**config.mk**
```make
export PLATFORM = sky130hd
export DESIGN_NAME = i2c_slave_flat
export DESIGN_NICKNAME = d
export VERILOG_FILES = /design/src/rtl/i2c_pkg.sv /design/src/rtl/i2c_slave_if.sv /design/src/rtl/i2c_bus_sync.sv /design/src/rtl/i2c_slave.sv /design/src/flat_wrapper.sv
export SDC_FILE = /design/constraint.sdc
export NUM_CORES = 1
export LEC_CHECK = 0
export CAP_MARGIN = 20
export CORE_MARGIN = 2
export CORE_UTILIZATION = 55
export CTS_CLUSTER_SIZE = 8
export DETAILED_ROUTE_END_ITERATION = 10
export PLACE_DENSITY = 0.8
export SETUP_SLACK_MARGIN = 0.02
export SYNTH_ARGS = -nofsm -noshare
export SYNTH_HDL_FRONTEND = slang
export SYNTH_HIERARCHICAL = 1
export SYNTH_SLANG_ARGS = --single-unit
```
**constraint.sdc**
```tcl
create_clock -name clk -period 3.45 [get_ports clk]
set_input_delay 1.035 -clock clk [delete_from_list [all_inputs] [get_ports clk]]
set_output_delay 1.035 -clock clk [all_outputs]
set_load 0.02 [all_outputs]
```
**src/rtl/i2c_pkg.sv**
```systemverilog
// Shared I2C definitions: FSM state encoding, R/W values and default address.
package i2c_pkg;

    typedef enum logic [2:0] {
        ST_IDLE     = 3'd0,
        ST_ADDR     = 3'd1,
        ST_ADDR_ACK = 3'd2,
        ST_RX       = 3'd3,
        ST_RX_ACK   = 3'd4,
        ST_TX       = 3'd5,
        ST_TX_ACK   = 3'd6,
        ST_IGNORE   = 3'd7
    } i2c_state_e;

    localparam logic RW_READ  = 1'b1;
    localparam logic RW_WRITE = 1'b0;

    localparam logic [6:0] DEF_ADDRESS = 7'h77;

endpackage

```
**src/rtl/i2c_slave_if.sv**
```systemverilog
// Bus pins and user-side byte handshake of the I2C target.
interface i2c_slave_if;

    logic       sclk;
    logic       sda_in;
    logic       sda_out;
    logic [7:0] tx_data;
    logic       tx_req;
    logic [7:0] rx_data;
    logic       rx_valid;
    logic       busy;
    logic [2:0] state;

    modport slave (
        input  sclk, sda_in, tx_data,
        output sda_out, tx_req, rx_data, rx_valid, busy, state
    );

    modport master (
        output sclk, sda_in, tx_data,
        input  sda_out, tx_req, rx_data, rx_valid, busy, state
    );

endinterface

```
**src/rtl/i2c_bus_sync.sv**
```systemverilog
// Synchronizes raw SCL/SDA and produces edge, START and STOP strobes.
module i2c_bus_sync (
    input  logic clk,
    input  logic rst,
    input  logic scl_in,
    input  logic sda_in,
    output logic scl_rise,
    output logic scl_fall,
    output logic sda_s,
    output logic start_det,
    output logic stop_det
);

    logic [2:0] scl_q;
    logic [2:0] sda_q;
    logic       scl_hi;

    // SCL counts as high only when stable across both compared samples
    assign scl_hi = scl_q[1] & scl_q[2];
    assign sda_s  = sda_q[2];

    always_ff @(posedge clk or posedge rst) begin
        if (rst) begin
            scl_q     <= 3'b111;
            sda_q     <= 3'b111;
            scl_rise  <= 1'b0;
            scl_fall  <= 1'b0;
            start_det <= 1'b0;
            stop_det  <= 1'b0;
        end else begin
            scl_q     <= {scl_q[1:0], scl_in};
            sda_q     <= {sda_q[1:0], sda_in};
            scl_rise  <= scl_q[1] & ~scl_q[2];
            scl_fall  <= ~scl_q[1] & scl_q[2];
            start_det <= scl_hi & sda_q[2] & ~sda_q[1];
            stop_det  <= scl_hi & ~sda_q[2] & sda_q[1];
        end
    end

endmodule

```
**src/rtl/i2c_slave.sv**
```systemverilog
// I2C target: address match, write reception and read byte serving.
module i2c_slave
    import i2c_pkg::*;
#(
    parameter logic [6:0] ADDRESS = DEF_ADDRESS
) (
    input logic        clk,
    input logic        rst,
    i2c_slave_if.slave bus
);

    logic       scl_rise;
    logic       scl_fall;
    logic       sda_s;
    logic       start_det;
    logic       stop_det;

    i2c_state_e st;
    logic [2:0] cnt;
    logic [7:0] sh;
    logic       rw;
    logic       phase;

    i2c_bus_sync u_sync (
        .clk       (clk),
        .rst       (rst),
        .scl_in    (bus.sclk),
        .sda_in    (bus.sda_in),
        .scl_rise  (scl_rise),
        .scl_fall  (scl_fall),
        .sda_s     (sda_s),
        .start_det (start_det),
        .stop_det  (stop_det)
    );

    assign bus.state = st;

    always_ff @(posedge clk or posedge rst) begin
        if (rst) begin
            st           <= ST_IDLE;
            cnt          <= 3'd0;
            sh           <= 8'h00;
            rw           <= RW_WRITE;
            phase        <= 1'b0;
            bus.sda_out  <= 1'b1;
            bus.tx_req   <= 1'b0;
            bus.rx_valid <= 1'b0;
            bus.rx_data  <= 8'h00;
            bus.busy     <= 1'b0;
        end else begin
            bus.tx_req   <= 1'b0;
            bus.rx_valid <= 1'b0;
            if (start_det) begin
                st          <= ST_ADDR;
                cnt         <= 3'd0;
                phase       <= 1'b0;
                bus.sda_out <= 1'b1;
                bus.busy    <= 1'b0;
            end else if (stop_det) begin
                st          <= ST_IDLE;
                cnt         <= 3'd0;
                phase       <= 1'b0;
                bus.sda_out <= 1'b1;
                bus.busy    <= 1'b0;
            end else begin
                unique case (st)
                    ST_IDLE: ;
                    ST_ADDR: if (scl_rise) begin
                        sh  <= {sh[6:0], sda_s};
                        cnt <= cnt + 3'd1;
                        if (cnt == 3'd7) begin
                            if (sh[6:0] == ADDRESS) begin
                                st       <= ST_ADDR_ACK;
                                rw       <= sda_s;
                                bus.busy <= 1'b1;
                                phase    <= 1'b0;
                            end else begin
                                st          <= ST_IGNORE;
                                bus.sda_out <= 1'b1;
                            end
                        end
                    end
                    ST_ADDR_ACK: if (scl_fall) begin
                        if (!phase) begin
                            bus.sda_out <= 1'b0;
                            phase       <= 1'b1;
                        end else begin
                            phase <= 1'b0;
                            cnt   <= 3'd0;
                            if (rw == RW_READ) begin
                                sh          <= bus.tx_data;
                                bus.tx_req  <= 1'b1;
                                bus.sda_out <= bus.tx_data[7];
                                st          <= ST_TX;
                            end else begin
                                bus.sda_out <= 1'b1;
                                st          <= ST_RX;
                            end
                        end
                    end
                    ST_RX: if (scl_rise) begin
                        sh  <= {sh[6:0], sda_s};
                        cnt <= cnt + 3'd1;
                        if (cnt == 3'd7) begin
                            bus.rx_data  <= {sh[6:0], sda_s};
                            bus.rx_valid <= 1'b1;
                            st           <= ST_RX_ACK;
                            phase        <= 1'b0;
                        end
                    end
                    ST_RX_ACK: if (scl_fall) begin
                        if (!phase) begin
                            bus.sda_out <= 1'b0;
                            phase       <= 1'b1;
                        end else begin
                            bus.sda_out <= 1'b1;
                            phase       <= 1'b0;
                            cnt         <= 3'd0;
                            st          <= ST_RX;
                        end
                    end
                    // phase marks that all 8 bits have been clocked out
                    ST_TX: begin
                        if (scl_fall) begin
                            if (phase) begin
                                bus.sda_out <= 1'b1;
                                phase       <= 1'b0;
                                st          <= ST_TX_ACK;
                            end else begin
                                sh          <= {sh[6:0], 1'b0};
                                bus.sda_out <= sh[6];
                            end
                        end else if (scl_rise) begin
                            cnt <= cnt + 3'd1;
                            if (cnt == 3'd7) phase <= 1'b1;
                        end
                    end
                    ST_TX_ACK: begin
                        if (scl_rise && !phase) begin
                            if (sda_s) begin
                                st          <= ST_IGNORE;
                                bus.busy    <= 1'b0;
                                bus.sda_out <= 1'b1;
                            end else begin
                                phase <= 1'b1;
                            end
                        end else if (scl_fall && phase) begin
                            phase       <= 1'b0;
                            cnt         <= 3'd0;
                            sh          <= bus.tx_data;
                            bus.tx_req  <= 1'b1;
                            bus.sda_out <= bus.tx_data[7];
                            st          <= ST_TX;
                        end
                    end
                    ST_IGNORE: ;
                endcase
            end
        end
    end

endmodule

```
**src/flat_wrapper.sv**
```systemverilog
// flat-port wrapper written by rule: the top's interface ports become plain ports
module i2c_slave_flat import i2c_pkg::*;
#(
    parameter logic [6:0] ADDRESS = DEF_ADDRESS
)
  (clk, rst, bus_sclk, bus_sda_in, bus_tx_data, bus_sda_out, bus_tx_req, bus_rx_data, bus_rx_valid, bus_busy, bus_state);
  i2c_slave_if bus_i ();
  input logic clk;
  input logic rst;
  input wire logic [$bits(bus_i.sclk)-1:0] bus_sclk;
  input wire logic [$bits(bus_i.sda_in)-1:0] bus_sda_in;
  input wire logic [$bits(bus_i.tx_data)-1:0] bus_tx_data;
  output wire logic [$bits(bus_i.sda_out)-1:0] bus_sda_out;
  output wire logic [$bits(bus_i.tx_req)-1:0] bus_tx_req;
  output wire logic [$bits(bus_i.rx_data)-1:0] bus_rx_data;
  output wire logic [$bits(bus_i.rx_valid)-1:0] bus_rx_valid;
  output wire logic [$bits(bus_i.busy)-1:0] bus_busy;
  output wire logic [$bits(bus_i.state)-1:0] bus_state;
  assign bus_i.sclk = bus_sclk;
  assign bus_i.sda_in = bus_sda_in;
  assign bus_i.tx_data = bus_tx_data;
  assign bus_sda_out = bus_i.sda_out;
  assign bus_tx_req = bus_i.tx_req;
  assign bus_rx_data = bus_i.rx_data;
  assign bus_rx_valid = bus_i.rx_valid;
  assign bus_busy = bus_i.busy;
  assign bus_state = bus_i.state;
  i2c_slave #(.ADDRESS(ADDRESS)) u_core (.clk(clk), .rst(rst), .bus(bus_i));
endmodule
```
After elaboration in Yosys (flattened, before gate mapping)
Index checks and enable logic that the tools add are counted.
- bits in registers: 37
- latch bits: 0
- RAM bits: 0
- memory bits (read-only): 0
- input bits: 12
- output and inout port bits: 15
- word-level logic and storage cells: 178
- memories kept: 0
- $add $sub $neg: 1
- $mul: 0
- div/mod/pow operators: 0
- magnitude comparators: 0
- eq/ne operators: 40
- shift operators: 0
- muxes and demuxes: 89
- bitwise operators: 13
- reduce and logical (&&, ||, !) cells: 19
- operator list (cell ; number):
    $mux W3 ; 25
    $mux W7 ; 8
    $mux W1 ; 49
    $ne A4 B4 Y1 const B ; 9
    $ne A4 B3 Y1 const B ; 8
    $pmux W7 S4 ; 1
    $reduce_and A11 Y1 ; 2
    $pmux W3 S6 ; 1
    $reduce_and A6 Y1 ; 3
    $ne A5 B5 Y1 const B ; 3
    $reduce_bool A7 Y1 ; 2
    $reduce_and A13 Y1 ; 1
    $eq A3 B3 Y1 const B ; 4
    $pmux W3 S4 ; 1
    $pmux W1 S5 ; 2
    $reduce_and A9 Y1 ; 1
    $ne A2 B1 Y1 const B ; 4
    $ne A2 B2 Y1 const B ; 4
    $ne A4 B1 Y1 const B ; 2
    $reduce_bool A4 Y1 ; 2
    $reduce_bool A8 Y1 ; 1
    $and A1 B1 Y1 ; 7
    $eq A7 B7 Y1 const B ; 1
    $eq A3 B2 Y1 const B ; 2
    11 further kinds ; 19

Logic depth before layout (Yosys ltp)
Gate-level depths: netlist (run 1).
- depth in word-level cells: 7
- gate-level depth with buffers: 7
- gate-level depth less buffers: 7

Hierarchy
Netlist (run 1), hierarchy kept.
- modules (own cells, without submodules) (module ; instances ; cells an instance ; area an instance (um2) ; seq. area each (um2)):
    i2c_slave ; 1 ; 172 ; 1610.3 ; 676.9
    i2c_bus_sync ; 1 ; 15 ; 294.0 ; 257.7

Worst setup path after synthesis (run 1)
No wires, ideal clock.
- path type: register to register
- start: register u_core.st[0], in the netlist u_core/bus.state[0]
- end: register u_core.st[0], in the netlist u_core/bus.state[0]
- arrival: 1.807 ns
- required time: 3.322 ns
- setup slack: 1.516 ns
- stages on the path, launching flop included: 7
- path buffers: 1
- path through: dfrtp_1 -> buf_6 -> nor2b_4 -> a311o_1 -> a41o_1 -> o21ai_1 -> mux2_1
- word-level cells in the longest chain between the ends: 4
- elaborated cells between the ends (all ways): 23
- RTL lines (what ; RTL line ; source):
    start: declaration ; i2c_slave.sv:18 ; i2c_state_e st;
    start signal: assignment ; i2c_slave.sv:40 ; st <= ST_IDLE;
    start signal: assignment ; i2c_slave.sv:54 ; st <= ST_ADDR;
    start signal: assignment ; i2c_slave.sv:60 ; st <= ST_IDLE;
    $eq A3 B3 Y1 (tied with other cells) ; i2c_slave.sv:66 ; unique case (st)
    $pmux W3 S6 ; i2c_slave.sv:66 ;
    $mux W3 ; i2c_slave.sv:59 ; end else if (stop_det) begin
    $mux W3 ; i2c_slave.sv:53 ; if (start_det) begin
Several ways; a longest one is shown, not always the timed one.
A chain may end at the register's enable or synchronous reset.

Worst setup path in the final report (run 1)
- start: register u_core.st[1], in the netlist u_core/bus.state[1]
- end: output bus_state[1]
- RTL lines (what ; RTL line ; source):
    end: declaration ; flat_wrapper.sv:18 ; output wire logic [$bits(bus_i.state)-1:0] bus_state;
No word-level cell between the ends.

==> results.yml, run 1 <==
sta:
  fin_crit_sh_pct: 83.4
  period_minus_slack_ns: 2.88
  maxSlewViolCount: 0
  setup_viol: 0
  final_hold_viol_count: 0
  setup-tns-final_ns: 0
  fin_skew_ns: 0.0123
  holdWs_ns: 0.363
  rsz0062_at_grt: "false"
  tightest_slew_ns: 0.651
  fmax_mhz: 348
  max_slew_margin_pct: 56.6
floorplanning:
  die_w_um: 62.8
  coreArea_um2: 3340
  row_count: 21
  start_util_pct: 57.1
  die-area_um2: 3950
  ios: 27
  fp.dieH_um: 62.8
placed_design:
  gp_congestion: 0.933
  dpl.hpwl_mm: 2.90
  placed_cells: 251
  placed_area_um2: 2190
  portBuffers: 26
yosys:
  syn_inst: 187
  ys.flop_type: "dfrtp_1"
  yosysSeqAreaShare_pct: 49.1
  syn-num-nets: 201
  synth_seq_cells: 37
  netlist_area_um2: 1900
  synth-edff-count: 0
  synth_area_per_cell_um2: 10.2
  ys_types: 58
  async_flop_share_pct: 100
  yosysWarnings: 6
finish:
  fillers: 276
  drive_gt1_share_pct: 15.5
  seqCellArea_um2: 935
  layout_common_cells: "dfrtp_1, clkdlybuf4s50_1, nor2_1"
  num_antenna_cells: 0
  layout.cells.non_filler: 259
  areaGrowthSynthToFinish_pct: 19.5
  fin_area_um2: 2280
  final_common_cell: "dfrtp_1"
  multiInputGateArea_um2: 890
  fin_nets: 226
clocking:
  cts_buffers: 5
  clock_sinks: 37
  postCtsHoldBufs: 0
  postCtsSetupBuffers: 0
  clk_latency_ns: 0.35
  ctsHtreeMaxLevel: 2
  clkTransAtPathRegs_ns: 0.11
  cts-root-buf: "clkbuf_4"
  cts_tree: "done"
  cts_buffer_depth: 2
  cts_resized: 0
setup_path:
  slowest_stage: "dfrtp_1"
  reg2reg_slack_ns: 0.94
  required_ns: 2.41
  path_cells: "clkdlybuf4s50_1"
  worstSetupPathType: "flip-flop to output port"
  crit_cells: 1
  timing.rr.start: "u_core/bus.state[1]"
  reg2reg_depth: 5
  crit_family: "flip-flops"
  cp-start-kind: "flip-flop"
  crit_path_max_incr_delay_ns: 0.77
  timing.rr.end: "u_core/sh[1]"
  critPathBufInv: 1
  cp.arrival_ns: 1.84
  cp-end-kind: "output port"
  crit_fanout: 22
worst_hold_path:
  whs_path_depth: 0
  whs_endpoint: "u_core/u_sync/scl_q[1]"
  hold_path.class: "flip-flop to flip-flop"
  worstHoldStart: "u_core/u_sync/scl_q[0]"
route:
  vias: 1549
  routed_wl_mm: 4.12
  avgViaCountPerCell: 5.98
  drc: 0
  ant_nets: 0
  drtIter0Drc: 175
  wire_per_inst_um: 15.9
  firstDrtPassIters: 4
status:
  status: "completed"
flow_run:
  max_cap_viol_count: 0
global_routing:
  grt_pass1_vias: 1458
  antenna_found_initial: 0
  gr-total-overflow: 0
  grt_max_degree: 29
  grt_usage_pct: 22.7
  grt_pass1_wl_mm: 6.98
power:
  vdd.ir_drop.worst_uv: 295
  power_density_nw_per_um2: 743
  p_leak_nw: 1.00
==> cell families after synthesis <==
kind of cell / Yosys count / synth area share [%]
AOI/OAI and AO/OA: 49 / 17.0
xor gates and xnor gates: 1 / 0.460
adders and majority gates: 2 / 1.31
buffers and inverters: 17 / 4.20
DFF: 37 / 49.1
muxes: 17 / 9.86
and+or+nand+nor: 64 / 18.1
==> layout make-up <==
class                           instances  share of cell area (%)
Timing Repair Buffer                   29                    12.4
Clock buffer                            6                    2.25
Sequential cell                        37                    41.1
Inverter                                6                   0.990
Tap cell                               46                    2.53
Multi-Input combinational cell        133                    39.1
Clock inverter                          2                    1.65
==> worst register-to-register path, cell delays in order (launching register included) <==
cell and delay (ns):
dfrtp_1 0.77, inv_1 0.32, or4_4 0.60, a21oi_2 0.52, nor2_1 0.08, a21oi_1 0.15
==> worst max-delay path by stage <==
| stage | from | to | slack (ns) |
|---|---|---|---|
| 5_1_grt | u_core/bus.state[1] | bus_state[1] | 0.48 |
| 3_3_place_gp | u_core/bus.state[1] | bus_state[1] | 0.99 |
| 3_5_place_dp | u_core/bus.state[1] | bus_state[1] | 0.97 |
| 6_report | u_core/bus.state[1] | bus_state[1] | 0.57 |
| 2_1_floorplan | u_core/bus.state[0] | u_core/bus.state[0] | 1.52 |
| 4_1_cts | u_core/bus.state[1] | bus_state[1] | 0.57 |
==> through the flow <==
stage          total power [W]  setup WS (ns)  util (%)
6_report               0.00169          0.573      68.2
5_1_grt                0.00180          0.480      68.2
4_1_cts                0.00169          0.574      68.2
3_5_place_dp           0.00137          0.972      65.5
3_3_place_gp           0.00135          0.994      65.5
2_1_floorplan          0.00120           1.52         -
==> power by group <==
| part | switching (W) | total [W] | internal, W | leakage (nW) |
|---|---|---|---|---|
| registers | 0.000108 | 0.000626 | 0.000518 | 0.457 |
| logic | 0.000417 | 0.000751 | 0.000333 | 0.501 |
| clock network | 0.000144 | 0.000316 | 0.000172 | 0.0445 |
==> flip-flops by register name (all words and copies together) (netlist names) <==
register,flops
u_core/bus.tx_req,1
u_core/bus.busy,1
u_core/cnt,3
u_core/u_sync/scl_q,3
u_core/u_sync/start_det,1
u_core/phase,1
u_core/u_sync/stop_det,1
u_core/bus.sda_out,1
u_core/u_sync/sda_q,3
u_core/bus.rx_data,8
u_core/u_sync/scl_fall,1
u_core/sh,7
u_core/bus.rx_valid,1
u_core/bus.state,3
u_core/u_sync/scl_rise,1
u_core/rw,1
==> routing by layer <==
layer  track usage [%]  vias to the layer above  part of all wire (%)
met3              5.05                       14                   6.7
li1                  -                      726                     -
met4              11.9                        0                   3.0
met1              31.2                      738                    45
met5                 0                        -                     0
met2              33.7                       71                    46
==> synth_stat cells (2+ instances only) <==
master	number	area, µm²
a21oi_1	16	80.1
nand3_1	2	10.0
nor2b_1	6	37.5
o21ai_0	9	45.0
dfstp_2	7	184
clkbuf_1	4	15.0
mux2_2	9	101
inv_1	6	22.5
mux2i_1	6	60.1
a2111oi_0	3	26.3
a41o_1	2	20.0
and4b_1	2	20.0
dfrtp_1	30	751
buf_2	4	20.0
nor3_1	4	20.0
nor2_1	22	82.6
or3b_1	2	17.5
ha_1	2	25.0
nand2_1	12	45.0
No activity file was read; power rests on OpenSTA's default activity.
==> run 2, diff against run 1 <==
--- a/config.mk
+++ b/config.mk
@@ -7,10 +7,10 @@
 export LEC_CHECK = 0
 export CAP_MARGIN = 20
 export CORE_MARGIN = 2
-export CORE_UTILIZATION = 55
+export CORE_UTILIZATION = 48
 export CTS_CLUSTER_SIZE = 8
 export DETAILED_ROUTE_END_ITERATION = 10
-export PLACE_DENSITY = 0.8
+export PLACE_DENSITY = 0.74
 export SETUP_SLACK_MARGIN = 0.02
 export SYNTH_ARGS = -nofsm -noshare
 export SYNTH_HDL_FRONTEND = slang
==> constraint.sdc (replaced) <==
create_clock -name clk -period 2.3 [get_ports clk]
set_input_delay 0.69 -clock clk [delete_from_list [all_inputs] [get_ports clk]]
set_output_delay 0.69 -clock clk [all_outputs]
set_load 0.02 [all_outputs]
==> run 2 against run 1 <==
Net effect:
- sequential power increased by 52%
- setup slack got worse by 0.45 ns
- utilization is 6.9 points lower
- combinational power rose by 54%
==> results.yml, run 2 (synthesis results as in run 1) <==
power:
  clock_power_share_pct: 16.9
  seqPwrFrac_pct: 37.3
  combPwrFrac_pct: 45.8
  p_int_w: 0.00152
  vdd.ir_drop.worst_uv: 576
  power_density_nw_per_um2: 1110
  p_sw_share_pct: 40.4
  switchingPower_w: 0.00103
  p_leak_nw: 1.02
finish:
  areaGrowthSynthToFinish_pct: 20.6
  fillers: 324
  largest_reg_flops: 8
  layout.cells.non_filler: 264
  final_common_cell: "dfrtp_1"
  drive_gt1_share_pct: 16.7
  num_antenna_cells: 0
  final_util_pct: 61.3
  fin_area_um2: 2300
  fin_nets: 229
  top_regs: "u_core/bus.rx_data x8, u_core/sh x7"
  largest_register: "u_core/bus.rx_data"
  layout_common_cells: "dfrtp_1, clkdlybuf4s50_1, nor2_1"
route:
  wire_per_inst_um: 16.3
  routed_wl_mm: 4.31
  avgViaCountPerCell: 5.81
  vias: 1533
  drc: 0
  drtIter0Drc: 128
  firstDrtPassIters: 4
  ant_nets: 0
worst_hold_path:
  worstHoldStart: "u_core/u_sync/sda_q[0]"
  hold_path.class: "flip-flop to flip-flop"
  whs_path_depth: 0
  whs_endpoint: "u_core/u_sync/sda_q[1]"
global_routing:
  busiest_layer: "met2"
  grt_pass1_vias: 1541
  grt_use_met3_pct: 4.05
  use_met1_pct: 27.1
  grt_max_degree: 28
  antenna_found_initial: 0
  grt_pass1_wl_mm: 7.23
  gr-total-overflow: 0
  grt_usage_pct: 22.1
  grt_use_met2_pct: 36.5
placed_design:
  placed_cells: 256
  dpl.hpwl_mm: 3.08
  placed_area_um2: 2210
  portBuffers: 26
  gp_congestion: 0.975
setup_path:
  cp.arrival_ns: 1.49
  crit_family: "buffers and inverters"
  slowest_stage: "clkdlybuf4s50_1"
  reg2reg_depth: 7
  timing.rr.end: "u_core/bus.sda_out"
  timing.rr.start: "u_core/cnt[0]"
  critPathBufInv: 2
  cp-start-kind: "flip-flop"
  crit_path_max_incr_delay_ns: 0.62
  reg2reg_slack_ns: 0.23
  required_ns: 1.61
  cp-end-kind: "output port"
  path_cells: "buf_4, clkdlybuf4s50_1"
  crit_fanout: 14
  worstSetupPathType: "flip-flop to output port"
flow_run:
  max_cap_viol_count: 0
sta:
  fin_crit_sh_pct: 94.6
  setup-tns-final_ns: 0
  maxSlewViolCount: 0
  max_slew_margin_pct: 74.1
  fin_skew_ns: 0.00658
  tightest_slew_ns: 0.379
  period_minus_slack_ns: 2.18
  fmax_mhz: 460
  holdWs_ns: 0.362
  rsz0062_at_grt: "false"
  setup_viol: 0
  final_hold_viol_count: 0
floorplanning:
  start_util_pct: 50.9
  die_w_um: 67.0
  row_count: 22
  ios: 27
  die-area_um2: 4490
  fp.dieH_um: 67.0
  coreArea_um2: 3740
clocking:
  cts_resized: 1
  postCtsSetupBuffers: 0
  cts-root-buf: "clkbuf_8"
  cts_buffers: 5
  clk_latency_ns: 0.28
  clkTransAtPathRegs_ns: 0.07
  ctsHtreeMaxLevel: 2
  postCtsHoldBufs: 0
  cts_tree: "done"
  cts_buffer_depth: 2
  clock_sinks: 37
status:
  status: "completed"
run 2: cell count changes in the layout (fill, tap and decap cells not counted), sizes merged:
cell,delta
clkinv,+2
clkinvlp,-1
buf,+3
bufinv,-1
run 2: worst max path at each step:
stage | startpoint | depth (start not counted) | endpoint
floorplan | u_core/bus.state[0] | 6 | u_core/bus.state[0]
global placement | bus_tx_data[7] | 6 | u_core/bus.sda_out
detailed placement | u_core/cnt[0] | 7 | u_core/bus.state[0]
CTS | u_core/bus.state[1] | 1 | bus_state[1]
global route | u_core/bus.state[1] | 1 | bus_state[1]
finish | u_core/bus.state[0] | 2 | bus_state[0]
run 2: power by group through the flow:
| stage | combinational (W) | clock (W) | sequential (W) |
|---|---|---|---|
| global route | 0.00129 | 0.000463 | 0.000966 |
| finish | 0.00116 | 0.000430 | 0.000950 |
| global placement | 0.00115 | 0 | 0.000947 |
| detailed placement | 0.00115 | 0 | 0.000958 |
| CTS | 0.00115 | 0.000445 | 0.000948 |
| floorplan | 0.000871 | 0 | 0.000924 |
run 2: metrics by stage:
stage / total power (W) / worst slack [ns]
final: 0.00254 / 0.124
after global routing: 0.00272 / 0.0768
after CTS: 0.00255 / 0.110
after detailed placement: 0.00210 / 0.240
after global placement: 0.00209 / 0.279
after floorplan: 0.00179 / 0.366
run 2: layout make-up:
class	count	area, µm²	share of cell area (%)
clock buffers	6	72.6	3.16
clock inverters	2	10.0	0.436
inverters	6	22.5	0.981
multi-input cells	133	890	38.7
flip-flops and latches	37	936	40.8
well taps	48	60.1	2.62
repair buffers	32	305	13.3
run 2: layer usage:
metal / vias up / wire, µm
met5: - / 0
met4: 0 / 185
met3: 22 / 264
met2: 65 / 1980
met1: 714 / 1880
li1: 732 / -
==> run 3, diff against run 2 <==
--- a/config.mk
+++ b/config.mk
@@ -11,6 +11,7 @@
 export CTS_CLUSTER_SIZE = 8
 export DETAILED_ROUTE_END_ITERATION = 10
 export PLACE_DENSITY = 0.74
+export RECOVER_POWER = 25
 export SETUP_SLACK_MARGIN = 0.02
 export SYNTH_ARGS = -nofsm -noshare
 export SYNTH_HDL_FRONTEND = slang
==> run 3 against run 2 <==
Net effect:
- utilization decreased by 0.067 points
- count of clock-buffer cells in the layout unchanged
- clock power about the same
- combinational power about the same
- cell area decreased by 0.11%
- non-clock buffer count unchanged
- wire length decreased by 0.35%
- critical path depth decreased by 1
- sequential cell count unchanged
- sequential share of layout area about the same
- critical path type unchanged
- largest power group unchanged
==> results.yml, run 3 (synthesis results as in run 1) <==
route:
  routed_wl_mm: 4.30
  vias: 1534
  wl_met1_mm: 1.86
  drc: 0
  dr_wl_met3_um: 256
  dr_wl_met2_mm: 2.00
  top_layer_used: "met4"
  avgViaCountPerCell: 5.81
  ant_nets: 0
  drtIter0Drc: 128
  firstDrtPassIters: 4
  wire_per_inst_um: 16.3
setup_path:
  critPathBufInv: 1
  cp-end-kind: "output port"
  crit_path_max_incr_delay_ns: 0.67
  cp-start-kind: "flip-flop"
  path_cells: "clkdlybuf4s50_1"
  crit_path_start: "u_core/bus.state[1]"
  slowest_stage: "clkdlybuf4s50_1"
  crit_fanout: 11
  timing.rr.start: "u_core/cnt[0]"
  crit_family: "buffers and inverters"
  required_ns: 1.61
  worstSetupPathType: "flip-flop to output port"
  cp.arrival_ns: 1.48
clocking:
  cts_tree: "done"
  clock_sinks: 37
  ctsHtreeMaxLevel: 2
  cts-root-buf: "clkbuf_8"
  clkTransAtPathRegs_ns: 0.07
  clk_latency_ns: 0.28
  cts_resized: 1
  cts_buffers: 5
  postCtsHoldBufs: 0
  postCtsSetupBuffers: 0
  cts_buffer_depth: 2
placed_design:
  gp_congestion: 0.975
  portBuffers: 26
  placed_cells: 256
  dpl.hpwl_mm: 3.08
floorplanning:
  ios: 27
  die-area_um2: 4490
  die_w_um: 67.0
  coreArea_um2: 3740
  row_count: 22
  fp.dieH_um: 67.0
  start_util_pct: 50.9
power:
  switchingPower_w: 0.00102
  p_sw_share_pct: 40.3
  combPwrFrac_pct: 45.7
  vdd.ir_drop.worst_uv: 574
  power_density_nw_per_um2: 1110
  seqPwrFrac_pct: 37.4
  p_int_w: 0.00151
  clock_power_share_pct: 16.9
  p_leak_nw: 1.01
finish:
  fillers: 324
  fin_nets: 229
  seqCellArea_um2: 936
  largest_register: "u_core/bus.rx_data"
  layout.cells.non_filler: 264
  layout_common_cells: "dfrtp_1, clkdlybuf4s50_1, nor2_1"
  num_antenna_cells: 0
  final_common_cell: "dfrtp_1"
  top_regs: "u_core/bus.rx_data x8, u_core/sh x7"
  largest_reg_flops: 8
  multiInputGateArea_um2: 890
  areaGrowthSynthToFinish_pct: 20.4
  drive_gt1_share_pct: 14.8
sta:
  setup_viol: 0
  max_slew_margin_pct: 54.3
  tightest_slew_ns: 0.686
  maxSlewViolCount: 0
  fin_skew_ns: 0.00714
  fin_crit_sh_pct: 94.5
  setup-tns-final_ns: 0
  holdWs_ns: 0.367
  fmax_mhz: 460
  rsz0062_at_grt: "false"
  period_minus_slack_ns: 2.17
  final_hold_viol_count: 0
global_routing:
  grt_max_degree: 28
  grt_pass1_vias: 1541
  gr-total-overflow: 0
  antenna_found_initial: 0
  grt_usage_pct: 22.1
  grt_pass1_wl_mm: 7.23
worst_hold_path:
  worstHoldStart: "u_core/u_sync/sda_q[0]"
  hold_path.class: "flip-flop to flip-flop"
status:
  status: "completed"
flow_run:
  max_cap_viol_count: 0
==> run 3: worst paths after layout <==
check / cells after the start / to / slack, ns
worst max-delay path: 1 / bus_state[1] / 0.13
worst min-delay path: 0 / u_core/u_sync/sda_q[1] / 0.37
worst max register to register: 7 / u_core/bus.state[0] / 0.23
worst min register to register: 0 / u_core/u_sync/sda_q[1] / 0.37
max in group asynchronous: 3 / u_core/bus.state[2] / 0.76
min in group asynchronous: 2 / u_core/u_sync/start_det / 0.84
==> run 3: routing by layer <==
metal	vias up	GRT usage [%]
li1	734	-
met1	716	27.1
met5	-	0
met2	65	36.5
met4	0	12.0
met3	19	4.05
==> run 3: layout make-up <==
| class | instances | area share (%) |
|---|---|---|
| flip-flops and latches | 37 | 40.8 |
| well taps | 48 | 2.62 |
| repair buffers | 32 | 13.2 |
| clock buffers | 6 | 3.16 |
| inverters | 6 | 0.982 |
| clock inverters | 2 | 0.436 |
| multi-input cells | 133 | 38.8 |
==> run 3: stage by stage <==
stage	total power [W]	cell area [µm²]	setup WS [ns]	util (%)
global route	0.00271	2290	0.0768	61.3
finish	0.00254	2290	0.126	61.3
detailed placement	0.00210	2210	0.240	59.1
global placement	0.00209	2210	0.279	59.1
CTS	0.00255	2300	0.110	61.3
floorplan	0.00179	1900	0.366	-
==> run 3: power by group through the flow <==
stage	Clock, W	Combinational, W	Sequential, W
floorplan	0	0.000871	0.000924
CTS	0.000445	0.00115	0.000948
finish	0.000429	0.00116	0.000948
global placement	0	0.00115	0.000947
global route	0.000463	0.00129	0.000964
detailed placement	0	0.00115	0.000958
